--- config.mk ---
export PLATFORM = sky130hd
export DESIGN_NAME = pending_encoder8x3
export DESIGN_NICKNAME = d
export VERILOG_FILES = /design/src/rtl/pending_encoder8x3.sv
export SDC_FILE = /design/constraint.sdc
export NUM_CORES = 1
export LEC_CHECK = 0
export CAP_MARGIN = 20
export CORE_MARGIN = 4
export CORE_UTILIZATION = 35
export DETAILED_ROUTE_END_ITERATION = 6
export PLACE_DENSITY = 0.72
export SLEW_MARGIN = 5
export SYNTH_ARGS = -nofsm -noshare
export SYNTH_HDL_FRONTEND = slang
export SYNTH_SLANG_ARGS = --single-unit
--- constraint.sdc ---
create_clock -name clk_in -period 1.3 [get_ports clk_in]
set_input_delay 0.26 -clock clk_in [delete_from_list [all_inputs] [get_ports clk_in]]
set_output_delay 0.26 -clock clk_in [all_outputs]
set_load 0.01 [all_outputs]
--- src/rtl/pending_encoder8x3.sv ---
// pending_encoder8x3: sticky 8-event pending register served one at a time as a 3-bit code over valid/ready in fixed priority (clk_in, rst_in, req_in, ready_in -> valid_out, code_out, pending_out, overflow_out); define PENC_BYPASS_EN to let req_in feed the slot directly
module pending_encoder8x3 #(
  parameter bit PRIO_HIGH = 1'b1
) (
  input  logic       clk_in,
  input  logic       rst_in,
  input  logic [7:0] req_in,
  input  logic       ready_in,
  output logic       valid_out,
  output logic [2:0] code_out,
  output logic [7:0] pending_out,
  output logic       overflow_out
);
  logic [7:0] cand, load, p_next;
  logic [2:0] idx;
  logic       slot_free;
  assign slot_free = !valid_out || ready_in;
`ifdef PENC_BYPASS_EN
  assign cand = pending_out | req_in;
`else
  assign cand = pending_out;
`endif
  always_comb begin
    idx = '0;
    for (int i = 0; i < 8; i++)
      if (cand[3'(PRIO_HIGH ? i : 7 - i)]) idx = 3'(PRIO_HIGH ? i : 7 - i);
  end
  assign load = (slot_free && |cand) ? 8'b1 << idx : '0;
  assign p_next = (pending_out & ~load) | (req_in & ~(load & ~pending_out));
  always_ff @(posedge clk_in) begin
    if (rst_in) begin
      pending_out  <= '0;
      valid_out    <= 1'b0;
      code_out     <= '0;
      overflow_out <= 1'b0;
    end else begin
      pending_out  <= p_next;
      overflow_out <= overflow_out || |(req_in & pending_out & ~load);
      if (slot_free) valid_out <= |cand;
      if (slot_free && |cand) code_out <= idx;
    end
  end
endmodule

==> impl_metrics.tcl <==
set metrics [dict create \
    status "finished with violations" \
    violations "setup timing" \
    grtUsageTotal 0.146 \
    crit_fanout 3 \
    rsz0062_at_grt "true" \
    crit_type "reg -> reg" \
    htreeDepth 1 \
    cts_tree "yes" \
    tns_ps -49.9 \
    max_freq_mhz 741 \
    grt_pass1_vias 547 \
    final_nets 108 \
    synth_nets 75 \
    fp.coreArea_sq_mm 0.00135 \
    min_from "code_out[1]" \
    critical_path_arrival_ps 1540 \
    portBuffers 22 \
    path_clk_slew_ps 80 \
    place_congestion 0.773 \
    postRouteAntennaNets 0 \
    place_ws_ps -303 \
    dieWidth_microns 46.8 \
    drt-vias-per-instance 5.05 \
    synth_seq_area_share 0.457 \
    startpoint_type "flop" \
    wl_per_cell_microns 12.0 \
    first_iter_violations 6 \
    yosys_register_bits 12 \
    clock_sinks 12 \
    antenna_found_initial 0 \
    timing.final.ws_setup_ps -49.9 \
    start_util 0.389 \
    irDropWorstVdd_mv 0.682 \
    syn_area_per_cell_sq_um 8.21 \
    drt_first_pass_iters 4 \
    post-dp-hpwl_microns 1050 \
    setup_viol 1 \
    utilization 0.642 \
    drcViolationCount 0 \
    grt_max_degree 13 \
    cp.required_ps 1490 \
    place_area_sq_um 821 \
    hold_slack_ps 485 \
    r2r_start "pending_out[6]" \
    rr_worst_depth 4 \
    drive_gt1_frac 0.229 \
    cts_buffers 3 \
    r2r-end "pending_out[0]" \
    antenna_cells 0 \
    synthDistinctLibCells 25 \
    powerDensity_mw_per_mm2 1080 \
    grt-ovfl-total 0 \
    clock_latency_ps 270 \
    fin_crit_ps 1350 \
    maxCapViolations 0 \
    rows 13 \
    cts_buffer_depth 2 \
    dpl.cell_count 107 \
    min_period_over_period 1.04 \
    vias 560 \
    grt_pass1_wl_microns 2210 \
    p_total_mw 0.934 \
    die_height_microns 46.8 \
    area_growth_pct 65.0 \
    worstHoldEndpoint "code_out[1]" \
    end_kind "flop" \
    yosysWarnings 0 \
    drt-total-wl_microns 1330 \
    hold_viol 0 \
    finalClockSkew_ps 3.51 \
    die_area_sq_mm 0.00219 \
    drv_slew 0 \
    min_path_cells 2 \
    io-pin-count 24 \
    fin_area_sq_um 867 \
    hp-class "reg -> reg" \
    cts_hold_buf 0 \
    leakagePower_nw 0.390 \
    synth_area_sq_um 526 \
    cts_root_buf "clkbuf_4" \
    syn_inst 64 \
    stdcell_count 111 \
    reg2reg_slack_ps -50 \
]
## cell usage after synthesis
cell type	n	area, sq um
nand2b_1	1	6.26
o21ai_2	1	8.76
a31oi_1	1	6.26
clkbuf_1	2	7.51
or4_1	1	7.51
or4_4	1	11.3
buf_4	1	7.51
o31a_1	1	8.76
conb_1	1	3.75
o211ai_1	1	7.51
dfxtp_1	12	240
nor2b_1	2	12.5
a221oi_2	1	15.0
a222oi_1	1	10.0
nor3_1	2	10.0
buf_1	1	3.75
nor2_1	11	41.3
nor2_4	1	11.3
inv_1	3	11.3
nand3_1	1	5.00
o21ai_0	7	35.0
a21oi_1	7	35.0
nor4_1	1	6.26
nand2_1	2	7.51
and2_1	1	6.26
## area by class of cell
class                   instances  area (sq um)
inverters                       3          11.3
clock buffers                   4          36.3
fillers                       132           483
multi-input cells              45           279
well taps                      15          18.8
repair buffers                 32           280
flip-flops and latches         12           241
## worst max path at each step
stage / startpoint / end / cells after the start / slack [ps]
floorplan: pending_out[6] / pending_out[0] / 4 / -40
global placement: ready_in / pending_out[0] / 5 / -280
detailed placement: ready_in / overflow_out / 6 / -300
CTS: pending_out[6] / pending_out[0] / 4 / -40
global route: pending_out[6] / pending_out[0] / 4 / -120
finish: pending_out[6] / pending_out[0] / 4 / -50
## timing repair
item,4_1_cts,5_1_grt
setup endpoints to repair,16,5
resized for setup,15,5
buffers inserted,0,0
pin swaps,1,1
## power breakdown
part | internal (mW) | total, mW | leakage (nW) | switching (mW)
Sequential | 0.397 | 0.417 | 0.101 | 0.0196
Combinational | 0.119 | 0.222 | 0.268 | 0.102
Clock | 0.170 | 0.296 | 0.0210 | 0.125
Total | 0.687 | 0.934 | 0.390 | 0.247
## cell usage in the layout, fill, tap and decap left out, types with 2 or more instances in the layout
cell	netlist	layout
dlygate4sd2_1	0	12
nor2_1	11	11
dfxtp_1	12	11
clkdlybuf4s50_1	0	10
buf_4	1	10
a21oi_1	7	7
o21ai_0	7	5
inv_1	3	3
clkbuf_4	0	3
nand2_1	2	2
o21ai_1	0	2
## worst max-delay path: stages, from the launching register on
cell and delay [ps]:
dfxtp_1 310, or4_4 580, nor2_4 120, o21ai_2 70, a221oi_2 190
## cells by family (layout without fill, tap and decap cells)
| kind of cell | after synthesis | count (layout) | share of synthesized area |
|---|---|---|---|
| AOI/OAI and AO/OA | 20 | 20 | 0.240 |
| other | 1 | 1 | 0.00714 |
| and+or+nand+nor | 24 | 24 | 0.238 |
| DFF | 12 | 12 | 0.457 |
| buffers and inverters | 7 | 39 | 0.0571 |
## flip-flops by register name, summed over array words and instances (netlist names)
register      cells
pending_out       8
code_out          2
overflow_out      1
valid_out         1
## metal layers
| metal | up-vias | track usage | wire, microns |
|---|---|---|---|
| met5 | - | 0 | 0 |
| met4 | 0 | 0.0663 | 28 |
| met3 | 2 | 0.0345 | 81 |
| met2 | 16 | 0.239 | 592 |
| met1 | 256 | 0.181 | 627 |
| li1 | 286 | - | - |
Note: power is estimated with default switching activity, not from simulation.
